$ cat config.mk
export PLATFORM = sky130hd
export DESIGN_NAME = id_stage_pipe
export DESIGN_NICKNAME = d
export VERILOG_FILES = /design/src/rtl/id_stage_pipe.sv
export SDC_FILE = /design/constraint.sdc
export NUM_CORES = 2
export LEC_CHECK = 0
export CORE_MARGIN = 5
export CORE_UTILIZATION = 35
export DETAILED_ROUTE_END_ITERATION = 16
export GPL_TIMING_DRIVEN = 0
export PLACE_DENSITY = 0.54
export SYNTH_ARGS = -nofsm -noshare
export SYNTH_HDL_FRONTEND = slang
export SYNTH_SLANG_ARGS = --single-unit
$ cat constraint.sdc
create_clock -name clk -period 3.7 [get_ports clk]
set_input_delay 0.555 -clock clk [delete_from_list [all_inputs] [get_ports clk]]
set_output_delay 0.555 -clock clk [all_outputs]
set_load 0.1 [all_outputs]
$ cat src/rtl/id_stage_pipe.sv
// id_stage_pipe: decode stage combining the register file, the instruction
// decoder and the ID/EX pipeline register.
//
// Ports:
//   clk, rst              clock; synchronous active-high reset
//   if_valid/if_instr/if_pc   instruction arriving from the IF/ID register
//   wb_en/wb_dest/wb_data     write-back port (bypassed to same-cycle reads)
//   ex_mem_read/ex_dest       load currently in EXE (load-use hazard source)
//   ex_stall                  EXE cannot accept; ID/EX holds its contents
//   ex_flush                  squash the instruction in ID (taken branch)
//   stall_out                 combinational; IF must hold PC and IF/ID
//   id_*                      registered ID/EX outputs, one cycle after IF
module id_stage_pipe #(
  parameter int DATA_W   = 32,
  parameter int PC_W     = 32,
  parameter int NUM_REGS = 32,
  parameter bit ZERO_R0  = 1'b1
) (
  input  logic              clk,
  input  logic              rst,
  input  logic              if_valid,
  input  logic [31:0]       if_instr,
  input  logic [PC_W-1:0]   if_pc,
  input  logic              wb_en,
  input  logic [4:0]        wb_dest,
  input  logic [DATA_W-1:0] wb_data,
  input  logic              ex_mem_read,
  input  logic [4:0]        ex_dest,
  input  logic              ex_stall,
  input  logic              ex_flush,
  output logic              stall_out,
  output logic              id_valid,
  output logic              id_illegal,
  output logic              id_wb_en,
  output logic [1:0]        id_mem_sig,
  output logic [1:0]        id_br_type,
  output logic [3:0]        id_exe_cmd,
  output logic [DATA_W-1:0] id_val1,
  output logic [DATA_W-1:0] id_val2,
  output logic [DATA_W-1:0] id_st_data,
  output logic [PC_W-1:0]   id_pc,
  output logic [4:0]        id_dest
);

  typedef struct packed {
    logic       wb;
    logic [1:0] mem;     // {rd, wr}
    logic [1:0] br;
    logic [3:0] cmd;
    logic       imm;
    logic       legal;
    logic       uses_rs;
    logic       uses_rt;
  } ctrl_t;

  // Register-register ALU op: writes back, reads both sources.
  function automatic ctrl_t alu_r(input logic [3:0] cmd);
    ctrl_t c;
    c         = '0;
    c.wb      = 1'b1;
    c.cmd     = cmd;
    c.legal   = 1'b1;
    c.uses_rs = 1'b1;
    c.uses_rt = 1'b1;
    return c;
  endfunction

  logic [5:0]  op;
  logic [4:0]  rs, rt, rd;
  logic [15:0] imm;
  assign op  = if_instr[31:26];
  assign rs  = if_instr[25:21];
  assign rt  = if_instr[20:16];
  assign rd  = if_instr[15:11];
  assign imm = if_instr[15:0];

  // ---------------- decoder ----------------
  ctrl_t ctrl;
  // NOTE: every always_comb output gets a default first so no path infers a latch.
  always_comb begin
    ctrl = '0;
    unique case (op)
      6'b000000: ctrl.legal = 1'b1;                       // NOP
      6'b000001: ctrl = alu_r(4'b0000);                   // ADD
      6'b000011: ctrl = alu_r(4'b0010);                   // SUB
      6'b000101: ctrl = alu_r(4'b0100);                   // AND
      6'b000110: ctrl = alu_r(4'b0101);                   // OR
      6'b000111: ctrl = alu_r(4'b0110);                   // NOR
      6'b001000: ctrl = alu_r(4'b0111);                   // XOR
      6'b001001,
      6'b001010: ctrl = alu_r(4'b1000);                   // SLA / SLL
      6'b001011: ctrl = alu_r(4'b1001);                   // SRA
      6'b001100: ctrl = alu_r(4'b1010);                   // SRL
      6'b100000, 6'b100001: begin                         // ADDI / SUBI
        ctrl.wb = 1'b1; ctrl.cmd = op[0] ? 4'b0010 : 4'b0000;
        ctrl.imm = 1'b1; ctrl.legal = 1'b1; ctrl.uses_rs = 1'b1;
      end
      6'b100100: begin                                    // LD
        ctrl.wb = 1'b1; ctrl.mem = 2'b10; ctrl.imm = 1'b1;
        ctrl.legal = 1'b1; ctrl.uses_rs = 1'b1;
      end
      6'b100101: begin                                    // ST
        ctrl.mem = 2'b01; ctrl.imm = 1'b1; ctrl.legal = 1'b1;
        ctrl.uses_rs = 1'b1; ctrl.uses_rt = 1'b1;
      end
      6'b101000: begin                                    // BEZ
        ctrl.br = 2'b01; ctrl.imm = 1'b1; ctrl.legal = 1'b1; ctrl.uses_rs = 1'b1;
      end
      6'b101001: begin                                    // BNE
        ctrl.br = 2'b10; ctrl.imm = 1'b1; ctrl.legal = 1'b1;
        ctrl.uses_rs = 1'b1; ctrl.uses_rt = 1'b1;
      end
      6'b101010: begin                                    // JMP
        ctrl.br = 2'b11; ctrl.imm = 1'b1; ctrl.legal = 1'b1;
      end
      default: ctrl = '0;                                 // illegal: NOP controls
    endcase
  end

  // ---------------- register file ----------------
  logic [DATA_W-1:0] regs [NUM_REGS];
  logic              wr_ok;
  logic [DATA_W-1:0] rs_val, rt_val;

  assign wr_ok = wb_en && (int'(wb_dest) < NUM_REGS) && !(ZERO_R0 && wb_dest == 5'd0);

  // NOTE: the register file is reset like ordinary flops because the decode
  // stage must read zeros after reset; this rules out a RAM macro here.
  always_ff @(posedge clk) begin
    if (rst) begin
      for (int i = 0; i < NUM_REGS; i++) regs[i] <= '0;
    end else if (wr_ok) begin
      regs[wb_dest] <= wb_data;
    end
  end

  // Reads are combinational; a same-cycle write to the same register is
  // forwarded so the instruction in ID never sees a stale value.
  always_comb begin
    rs_val = '0;
    rt_val = '0;
    if (int'(rs) < NUM_REGS && !(ZERO_R0 && rs == 5'd0))
      rs_val = (wb_en && wb_dest == rs) ? wb_data : regs[rs];
    if (int'(rt) < NUM_REGS && !(ZERO_R0 && rt == 5'd0))
      rt_val = (wb_en && wb_dest == rt) ? wb_data : regs[rt];
  end

  // ---------------- hazard / stall ----------------
  logic hazard;
  assign hazard = if_valid && ex_mem_read && (ex_dest != 5'd0) &&
                  ((ctrl.uses_rs && rs == ex_dest) || (ctrl.uses_rt && rt == ex_dest));
  assign stall_out = hazard || ex_stall;

  logic [DATA_W-1:0] imm_ext;
  assign imm_ext = {{(DATA_W-16){imm[15]}}, imm};

  // ---------------- ID/EX register ----------------
  // NOTE: sequential state uses non-blocking assignments so every flop samples
  // pre-edge values regardless of statement order.
  always_ff @(posedge clk) begin
    if (rst || ex_flush || (!ex_stall && (hazard || !if_valid))) begin
      id_valid   <= 1'b0;
      id_illegal <= 1'b0;
      id_wb_en   <= 1'b0;
      id_mem_sig <= '0;
      id_br_type <= '0;
      id_exe_cmd <= '0;
      id_val1    <= '0;
      id_val2    <= '0;
      id_st_data <= '0;
      id_pc      <= '0;
      id_dest    <= '0;
    end else if (!ex_stall) begin
      id_valid   <= 1'b1;
      id_illegal <= !ctrl.legal;
      id_wb_en   <= ctrl.wb;
      id_mem_sig <= ctrl.mem;
      id_br_type <= ctrl.br;
      id_exe_cmd <= ctrl.cmd;
      id_val1    <= rs_val;
      id_val2    <= ctrl.imm ? imm_ext : rt_val;
      id_st_data <= rt_val;
      id_pc      <= if_pc;
      id_dest    <= ctrl.imm ? rt : rd;
    end
  end

endmodule
==> results.cfg <==
[placed_design]
dp_hpwl_um = 200000
portBuffers = 244
dp_cells = 6796
dpl-instance-area_sq_mm = 0.0665
pre_cts_slack_ps = -1460
place_congestion = 0.996

[route]
ant_nets = 0
firstDrtPassIters = 6
vias = 43700
drtIter0Drc = 7212
routed_via_density = 6.18
wl_um = 281000
wl_per_cell_um = 39.7
drc = 0

[floorplanning]
start_util = 0.351
coreArea_sq_mm = 0.173
io_pins = 258
die_w_um = 427
die_area_sq_mm = 0.183
die_h_um = 427
fp-row-count = 153

[sta]
fin_worst_skew_ps = 38.7
fmax_mhz = 254
fin_crit_sh = 1.07
max_slew_margin = -0.121
min_period_ps = 3940
setup-tns-final_ps = -983
worst_slack_ps = -244
final_hold_viol_count = 0
slew_violations = 33
worstMarginPinSlew_ps = 1680
setup_viol = 24

[setup_path]
r2r-start = regs[22][15]
cpMostUsedCell = buf_2
cp.required_ps = 4390
cp.arrival_ps = 4630
worstSetupPathType = in2reg
slowest_delay_ps = 740
critPathSlowestCell = buf_2
r2r_setup_slack_ps = 950
worstPathMaxFanout = 10
end_kind = register
startpoint_type = primary input
startpoint = if_instr[18]
cp_cell_sequence = buf_4, buf_2, buf_2, buf_2, mux4_1, a22oi_1, nand4_1, a32oi_1, nor2_1

[synthesis]
yosysSeqAreaShare = 0.552
ys_types = 65
synth_flop_cell = edfxtp_1
async_flop_share = 0
avgSynthCellArea_sq_um = 14.5
netlist_area_sq_mm = 0.0609
synth-seq-cells = 1168
synth_warnings = 0
synth_edf_count = 1024
synthCells = 4193

[cts]
clkTransAtPathRegs_ps = 60
clock-sinks = 1168
htreeDepth = 4
cts-root-buf = clkbuf_16
hold_buffers = 0
cts_tree = done
cts_buffers = 136
cts_max_path_buffers = 3
clk_latency_ps = 800

[min_path]
worstHoldStart = if_instr[28]
hold_class = in2reg

[global_routing]
grt_max_degree = 33
grt.overflow.total = 0
grt_pass1_vias = 41900
grt_usage = 0.301
grt_pass1_wl_um = 369000
antenna_found_initial = 27

[finish]
final_common_cell = edfxtp_1
most-common-layout-cells = 1024 x edfxtp_1, 879 x and2_1, 536 x mux4_2
num-fill-cells = 16100
fin_cells = 7071
drive_gt1_frac = 0.205
area_delta_synth_final_pct = 16.7
final_area_sq_mm = 0.0711
layout.nets = 4743

[job]
maxCapViolCount = 3

[outcome]
outcome = finished with violations
violations = capacitance limit, slew limit, setup timing

[pwr]
power_density_mw_per_mm2 = 476
irDropWorstVdd_v = 0.000525
p_leak_nw = 23.8
[per-layer routing]
| layer | track usage | vias to the layer above | share of wire |
|---|---|---|---|
| met1 | 0.380 | 22600 | 0.36 |
| li1 | - | 17000 | - |
| met5 | 0 | - | 0.00025 |
| met2 | 0.447 | 3355 | 0.44 |
| met4 | 0.189 | 6 | 0.077 |
| met3 | 0.0976 | 745 | 0.13 |
[power by group]
part           total [W]  leakage, nW  internal, W  switching (W)
logic            0.00503         10.8      0.00173        0.00330
registers         0.0154         10.9       0.0150       0.000382
clock network     0.0134         2.08      0.00748        0.00592
[worst max-delay path: cells and delay by family]
family	cells	cell delay [ps]
AOI/OAI and AO/OA	2	850
buffers and inverters	4	2160
and+or+nand+nor	2	520
muxes	1	450
[worst paths after layout]
check / end / cells after the start
worst max register to register: id_st_data[15] / 6
worst min register to register: id_valid / 2
worst min-delay path: id_illegal / 3
worst max-delay path: id_st_data[19] / 9
[registers in the layout, summed over array words and instances, names as in the netlist]
| signal | flops |
|---|---|
| id_valid | 1 |
| id_mem_sig | 2 |
| regs | 1024 |
| id_val1 | 32 |
| id_pc | 32 |
| id_exe_cmd | 4 |
| id_illegal | 1 |
| id_st_data | 32 |
| id_br_type | 2 |
| id_dest | 5 |
| id_wb_en | 1 |
| id_val2 | 32 |
[synth_stat cells (67+ instances only)]
master,instances,area share
edfxtp_1,1024,0.50
and2_1,879,0.090
mux4_2,536,0.20
clkbuf_1,300,0.018
mux2i_1,154,0.025
nor3_1,148,0.012
dfxtp_1,144,0.047
nor2_1,121,0.0075
nand2_1,120,0.0074
a21oi_1,94,0.0077
buf_2,93,0.0076
nand2b_1,67,0.0069
[metrics by stage]
stage | hold slack (ps) | total power (W) | util
after detailed placement | 455 | 0.0204 | 0.383
after global placement | 450 | 0.0204 | 0.383
after CTS | 299 | 0.0336 | 0.409
after floorplan | 699 | 0.0183 | -
after global routing | 365 | 0.0344 | 0.410
final | 358 | 0.0338 | 0.410
[what timing repair did]
action,CTS,global route
gates resized for setup,38,34
gates cloned,9,6
setup endpoints to repair,573,515
setup buffers,0,6
pin swaps,6,0
[kinds of logic (layout without fill, tap and decap cells)]
kind of cell,after synthesis,after routing,synth area share
AOI/OAI and AO/OA,352,352,0.0401
and+or+nand+nor,1456,1471,0.136
muxes,714,714,0.232
buffers and inverters,480,972,0.0366
xor gates and xnor gates,22,22,0.00316
other,1,47,0.0000616
DFF,1168,1168,0.552
[layout make-up]
type | instances | area (sq um) | area share
Sequential cell | 1168 | 33600 | 0.473
Multi-Input combinational cell | 2591 | 25400 | 0.357
Clock buffer | 177 | 3720 | 0.0523
Tap cell | 2325 | 2910 | 0.0409
Timing Repair Buffer | 254 | 2620 | 0.0368
Buffer | 461 | 2210 | 0.0311
Clock inverter | 62 | 556 | 0.00781
Inverter | 18 | 67.6 | 0.000950
Antenna cell | 15 | 37.5 | 0.000528
(Power assumes the default switching activity.)
